File: config.mk
export PLATFORM = sky130hd
export DESIGN_NAME = score_hex_display
export DESIGN_NICKNAME = d
export VERILOG_FILES = /design/src/rtl/score_pkg.sv /design/src/rtl/score_hex_display_seg7_decode.sv /design/src/rtl/score_hex_display.sv
export SDC_FILE = /design/constraint.sdc
export NUM_CORES = 1
export LEC_CHECK = 0
export CAP_MARGIN = 0
export CORE_UTILIZATION = 45
export CTS_BUF_LIST = sky130_fd_sc_hd__clkbuf_8
export DETAILED_ROUTE_END_ITERATION = 8
export GPL_TIMING_DRIVEN = 0
export PLACE_DENSITY = 0.71
export SYNTH_ARGS = -nofsm -noshare
export SYNTH_HDL_FRONTEND = slang
export SYNTH_SLANG_ARGS = --single-unit
File: constraint.sdc
create_clock -name Clk -period 7.6 [get_ports Clk]
set_clock_uncertainty 0.2 [all_clocks]
set_input_delay 1.52 -clock Clk [delete_from_list [all_inputs] [get_ports Clk]]
set_output_delay 1.52 -clock Clk [all_outputs]
set_load 0.02 [all_outputs]
File: src/rtl/score_pkg.sv
// Shared types and constants for the score display: FSM state encoding,
// active-low 7-segment codes and the BCD-to-segment lookup helper.
package score_pkg;

  typedef enum logic [1:0] {
    ST_IDLE = 2'd0,
    ST_ADD  = 2'd1,
    ST_CMP  = 2'd2
  } state_e;

  // Active-low codes, bit7 = DP (kept off), bits6:0 = g..a
  localparam logic [7:0] SEG_0 = 8'hC0;
  localparam logic [7:0] SEG_1 = 8'hF9;
  localparam logic [7:0] SEG_2 = 8'hA4;
  localparam logic [7:0] SEG_3 = 8'hB0;
  localparam logic [7:0] SEG_4 = 8'h99;
  localparam logic [7:0] SEG_5 = 8'h92;
  localparam logic [7:0] SEG_6 = 8'h82;
  localparam logic [7:0] SEG_7 = 8'hF8;
  localparam logic [7:0] SEG_8 = 8'h80;
  localparam logic [7:0] SEG_9 = 8'h90;
  localparam logic [7:0] BLANK = 8'hFF;

  // Non-BCD codes cannot arise from the score registers; show them dark.
  function automatic logic [7:0] seg_code(input logic [3:0] bcd);
    logic [7:0] code;
    case (bcd)
      4'd0:    code = SEG_0;
      4'd1:    code = SEG_1;
      4'd2:    code = SEG_2;
      4'd3:    code = SEG_3;
      4'd4:    code = SEG_4;
      4'd5:    code = SEG_5;
      4'd6:    code = SEG_6;
      4'd7:    code = SEG_7;
      4'd8:    code = SEG_8;
      4'd9:    code = SEG_9;
      default: code = BLANK;
    endcase
    return code;
  endfunction

endpackage

File: src/rtl/score_hex_display_seg7_decode.sv
// One display digit: BCD value plus blank request to active-low segment code.
module seg7_decode
  import score_pkg::*;
(
  input  logic [3:0] bcd,
  input  logic       blank,
  output logic [7:0] seg
);

  // Blank overrides the digit value
  always_comb begin
    if (blank) begin
      seg = BLANK;
    end else begin
      seg = seg_code(bcd);
    end
  end

endmodule

File: src/rtl/score_hex_display.sv
// BCD score keeper with high-score tracking and a multi-digit 7-segment
// display. Additions ripple one digit per cycle, so the add latency is fixed
// at N_DIGITS+1 cycles regardless of the value added.
module score_hex_display
  import score_pkg::*;
#(
  parameter int N_DIGITS  = 4,
  parameter int BLINK_DIV = 12_500_000
) (
  input  logic                  Clk,
  input  logic                  Reset,
  input  logic                  add_valid,
  input  logic [3:0]            add_amt,
  output logic                  add_ready,
  input  logic                  clear,
  input  logic                  hi_sel,
  output logic [4*N_DIGITS-1:0] score_bcd,
  output logic [4*N_DIGITS-1:0] hi_bcd,
  output logic                  new_hi,
  output logic [8*N_DIGITS-1:0] seg
);

  localparam int IW = (N_DIGITS > 1) ? $clog2(N_DIGITS) : 1;
  localparam int CW = (BLINK_DIV > 1) ? $clog2(BLINK_DIV) : 1;
  localparam int SW = 4 * N_DIGITS;

  localparam logic [SW-1:0] ALL_NINES  = {N_DIGITS{4'h9}};
  localparam logic [IW-1:0] LAST_IDX   = IW'(N_DIGITS - 1);
  localparam logic [CW-1:0] BLINK_LAST = CW'(BLINK_DIV - 1);

  state_e                state_r;
  logic [SW-1:0]         score_r;
  logic [SW-1:0]         hi_r;
  logic                  new_hi_r;
  logic [3:0]            carry_r;
  logic [IW-1:0]         idx_r;
  logic [CW-1:0]         blink_cnt_r;
  logic                  phase_r;
  logic [8*N_DIGITS-1:0] seg_r;

  logic                  transfer_s;
  logic [3:0]            amt_clamped_s;
  logic [3:0]            cur_digit_s;
  logic [4:0]            sum_s;
  logic [3:0]            digit_next_s;
  logic [3:0]            carry_next_s;
  logic [SW-1:0]         score_add_s;
  logic [SW-1:0]         score_final_s;
  logic [SW-1:0]         src_s;
  logic                  blank_all_s;
  logic                  seen_nz_s;
  logic [N_DIGITS-1:0]   blank_vec_s;
  logic [8*N_DIGITS-1:0] dec_s;

  // clear blocks the handshake so a simultaneous add is never accepted
  assign add_ready     = (state_r == ST_IDLE) && !clear;
  assign transfer_s    = add_valid && add_ready;
  assign amt_clamped_s = (add_amt > 4'd9) ? 4'd9 : add_amt;

  // Single-digit BCD adder applied to the digit selected by idx_r
  always_comb begin
    cur_digit_s = 4'd0;
    for (int i = 0; i < N_DIGITS; i++) begin
      cur_digit_s = (idx_r == IW'(i)) ? score_r[4*i +: 4] : cur_digit_s;
    end
    sum_s = {1'b0, cur_digit_s} + {1'b0, carry_r};
    if (sum_s >= 5'd10) begin
      digit_next_s = 4'(sum_s - 5'd10);
      carry_next_s = 4'd1;
    end else begin
      digit_next_s = sum_s[3:0];
      carry_next_s = 4'd0;
    end
    score_add_s = score_r;
    for (int i = 0; i < N_DIGITS; i++) begin
      score_add_s[4*i +: 4] = (idx_r == IW'(i)) ? digit_next_s : score_r[4*i +: 4];
    end
    // A carry left over from the top digit means overflow: pin at all nines
    score_final_s = (carry_r != 4'd0) ? ALL_NINES : score_r;
  end

  // Score FSM: accept, ripple digits, saturate/compare, return to idle
  always_ff @(posedge Clk) begin
    if (Reset) begin
      state_r  <= ST_IDLE;
      score_r  <= {SW{1'b0}};
      hi_r     <= {SW{1'b0}};
      new_hi_r <= 1'b0;
      carry_r  <= 4'd0;
      idx_r    <= {IW{1'b0}};
    end else if (clear) begin
      state_r  <= ST_IDLE;
      score_r  <= {SW{1'b0}};
      new_hi_r <= 1'b0;
      carry_r  <= 4'd0;
      idx_r    <= {IW{1'b0}};
    end else begin
      case (state_r)
        ST_IDLE: begin
          if (transfer_s) begin
            carry_r <= amt_clamped_s;
            idx_r   <= {IW{1'b0}};
            state_r <= ST_ADD;
          end
        end
        ST_ADD: begin
          score_r <= score_add_s;
          carry_r <= carry_next_s;
          if (idx_r == LAST_IDX) begin
            state_r <= ST_CMP;
          end else begin
            idx_r <= idx_r + IW'(1);
          end
        end
        ST_CMP: begin
          score_r <= score_final_s;
          carry_r <= 4'd0;
          idx_r   <= {IW{1'b0}};
          // BCD digits order the same way as binary, so a plain compare works
          if (score_final_s > hi_r) begin
            hi_r     <= score_final_s;
            new_hi_r <= 1'b1;
          end
          state_r <= ST_IDLE;
        end
        default: begin
          state_r <= ST_IDLE;
        end
      endcase
    end
  end

  // Free-running blink timebase; phase toggles once per BLINK_DIV cycles
  always_ff @(posedge Clk) begin
    if (Reset) begin
      blink_cnt_r <= {CW{1'b0}};
      phase_r     <= 1'b1;
    end else if (blink_cnt_r == BLINK_LAST) begin
      blink_cnt_r <= {CW{1'b0}};
      phase_r     <= ~phase_r;
    end else begin
      blink_cnt_r <= blink_cnt_r + CW'(1);
    end
  end

  assign src_s       = hi_sel ? hi_r : score_r;
  assign blank_all_s = new_hi_r && !hi_sel && !phase_r;

  // Leading-zero blanking scanned from the top digit; digit 0 always shows
  always_comb begin
    seen_nz_s   = 1'b0;
    blank_vec_s = {N_DIGITS{1'b0}};
    for (int i = N_DIGITS - 1; i >= 0; i--) begin
      seen_nz_s      = seen_nz_s | (src_s[4*i +: 4] != 4'd0);
      blank_vec_s[i] = blank_all_s | ((i != 0) && !seen_nz_s);
    end
  end

  for (genvar g = 0; g < N_DIGITS; g++) begin : g_dec
    seg7_decode u_dec (
      .bcd   (src_s[4*g +: 4]),
      .blank (blank_vec_s[g]),
      .seg   (dec_s[8*g +: 8])
    );
  end

  // Register the display drive so the pins are glitch-free
  always_ff @(posedge Clk) begin
    if (Reset) begin
      seg_r <= {(8*N_DIGITS){1'b1}};
    end else begin
      seg_r <= dec_s;
    end
  end

  assign score_bcd = score_r;
  assign hi_bcd    = hi_r;
  assign new_hi    = new_hi_r;
  assign seg       = seg_r;

endmodule

==> flow_summary.ini <==
[finish]
utilization_pct = 56.5
drive_gt1_share_pct = 6.81
num-nets-final = 792
final_cells = 877
final_area_um2 = 6530
syn_to_final_growth_pct = 20.5
diodes = 0

[die]
pin_count = 75
start_util_pct = 46.9
die-area_um2 = 12500
dieWidth_um = 112
die_h_um = 112
core_um2 = 11600
row_count = 39

[clock_network]
clk_pin_slew_ps = 90
cts_made_buffers = 9
cts_sinks = 94
cts_hold_buf = 0
cts_root_buf = clkbuf_8
post_cts_buffers = 0
cts_max_level = 3
ctsResizeCount = 0
cts.path.max_buffers = 2
clk_latency_ps = 380
cts_tree = done

[timing]
period_minus_slack_ps = 4620
slew_violations = 0
fmax_mhz = 216
max-slew-margin-rel_pct = 32.9
setup_viol = 0
hold_viol = 0
setup_slack_ps = 2980
rsz0062_at_grt = false
period_share_pct = 60.8
tightest_slew_ps = 1000
tns_ps = 0

[routing]
dr.pass1.iters = 6
postRouteAntennaNets = 0
drc_errors = 9
vias_per_cell = 5.60
wl_um = 13900
via_count = 4907
post_drt_wl_per_cell_um = 15.8
drtIter0Drc = 196

[synth]
synth_top_flop_cell = dfxtp_1
synthCells = 647
ys_seq_area_share_pct = 34.7
ys_seq_elements = 94
synth-edff-count = 0
syn_area_per_cell_um2 = 8.38
syn_area_um2 = 5420
yosysWarnings = 0
async_flop_share_pct = 0
ys_types = 55

[critical_path]
crit_arrival_ps = 4750
crit_fanout = 9
ff2ff_path_depth = 19
reg2reg_to = score_bcd[2]
rr_startpoint = idx_r[1]
crit_path_end_kind = register
reg2reg_setup_slack_ps = 2980
crit_type = register to register
crit_required_ps = 7730
crit_path_start_kind = register

[global_routing]
antenna_found_initial = 0
grt_max_degree = 16
grt_overflow = 0
grt_pass1_vias = 4712
grt_usage_pct = 23.1
grt_pass1_wl_um = 23000

[placement]
place_ws_ps = 3060
dpl_cell_area_um2 = 6300
portBuffers = 68
dp_hpwl_um = 10600
routabilityCongestion = 0.926
dp_cells = 861

[power_and_ir_drop]
pwr_density_cell_nw_per_um2 = 156
irDropWorstVdd_uv = 71.5
power.leakage_nw = 2.67

[run]
drv_cap = 0

[hold_path]
worstHoldPathCells = 1
whs_endpoint = blink_cnt_r[0]
hold_path_class = register to register
worstHoldStart = blink_cnt_r[0]

[run_status]
violations = design-rule violations
status = complete, but fails checks
==> cells in the final DEF (no fill, tap or decap), types with 3 or more instances in the layout <==
master / n
a211oi_1: 9
a21boi_0: 3
a21o_1: 6
a21oi_1: 39
a31oi_1: 7
a32o_1: 4
and2_1: 14
and3_1: 4
and4_1: 4
buf_2: 4
buf_4: 6
bufinv_16: 3
clkbuf_1: 14
clkbuf_8: 9
clkdlybuf4s50_1: 68
conb_1: 4
dfxtp_1: 94
ha_1: 53
inv_1: 49
mux2_2: 11
mux2i_1: 12
nand2_1: 60
nand2b_1: 8
nand3_1: 15
nand4_1: 9
nor2_1: 71
nor3_1: 7
nor4_1: 3
o21a_1: 7
o21ai_0: 37
o21bai_1: 3
o22ai_1: 3
o31ai_1: 16
or2_2: 4
or3_1: 3
or4_1: 11
or4b_1: 5
or4b_2: 3
xnor2_1: 6
xor2_1: 20
==> metal layers <==
layer	vias up	global-route usage [%]	wire, µm
met5	-	0	0
met3	31	4.79	682
met1	2316	28.1	6230
met2	135	39.3	6590
met4	0	9.91	378
li1	2425	-	-
==> critical path, cell delays in order, from the launching register on <==
cell      delay (ps)
dfxtp_1          390
inv_1             80
ha_1             180
clkbuf_1         210
nor2_1           160
a21oi_1           50
nor2_1           110
a21oi_1           50
o21ai_0          200
ha_1             230
inv_1             60
fa_1             400
xor2_1           280
ha_1             270
nor2_1            80
o21ai_0          150
nand4_1          300
or2_2            400
a211oi_1         530
a32o_1           220
==> area by class of cell <==
class	instances	area, µm²
plain buffers	25	129
clock buffers	9	124
clock inverters	7	113
fillers	1083	5030
inverters	48	180
multi-input cells	483	3250
flip-flops and latches	94	1880
well taps	143	179
repair buffers	68	681
==> power by group <==
group / switching [mW] / internal (mW)
Clock: 0.180 / 0.217
Sequential: 0.00454 / 0.500
Combinational: 0.0718 / 0.0467
Total: 0.256 / 0.764
==> flip-flops by register name (all words and copies together) (netlist names) <==
register and count:
seg 28, carry_r 4, new_hi 1, idx_r 2
phase_r 1, hi_bcd 16, blink_cnt_r 24, state_r 2
score_bcd 16
==> metrics by stage <==
stage / hold slack [ps] / power (mW)
floorplan: 230 / 0.594
global placement: 245 / 0.631
detailed placement: 261 / 0.633
CTS: 284 / 1.03
global route: 304 / 1.06
finish: 277 / 1.02
==> how the worst max path moves through the flow <==
stage          startpoint            to  slack, ps  cells past startpoint
2_1_floorplan      hi_sel        seg[9]       3800                     10
3_3_place_gp        clear     add_ready       3160                      3
3_5_place_dp     idx_r[1]  score_bcd[2]       3060                     19
4_1_cts          idx_r[1]  score_bcd[2]       3020                     19
5_1_grt          idx_r[1]  score_bcd[2]       2610                     19
6_report         idx_r[1]  score_bcd[2]       2980                     19
==> synthesized netlist by cell type (5+ instances only) <==
cell / number / share of area (%)
a211oi_1: 9 / 1.2
a21o_1: 6 / 0.83
a21oi_1: 39 / 3.6
a31oi_1: 7 / 0.81
and2_1: 14 / 1.6
buf_4: 6 / 0.83
clkbuf_1: 14 / 0.97
dfxtp_1: 94 / 35
ha_1: 53 / 12
inv_1: 48 / 3.3
mux2_2: 11 / 2.3
mux2i_1: 12 / 2.2
nand2_1: 60 / 4.2
nand2b_1: 8 / 0.92
nand3_1: 15 / 1.4
nand4_1: 9 / 1.0
nor2_1: 71 / 4.9
nor3_1: 7 / 0.65
o21a_1: 7 / 0.97
o21ai_0: 37 / 3.4
o31ai_1: 16 / 2.2
or4_1: 11 / 1.5
or4b_1: 5 / 0.92
xnor2_1: 6 / 0.97
xor2_1: 20 / 3.2
==> kinds of logic after synthesis <==
group                    Yosys count  synth area share [%]
adder cells (fa/ha/maj)           54                  12.6
multiplexers                      23                  4.50
other                              1                0.0692
XOR/XNOR                          26                  4.20
AND/OR/NAND/NOR                  233                  21.7
AO/OA/AOI/OAI                    143                  16.5
flip-flops                        94                  34.7
buffers and inverters             73                  5.70
No activity file was read; power rests on OpenSTA's default activity.
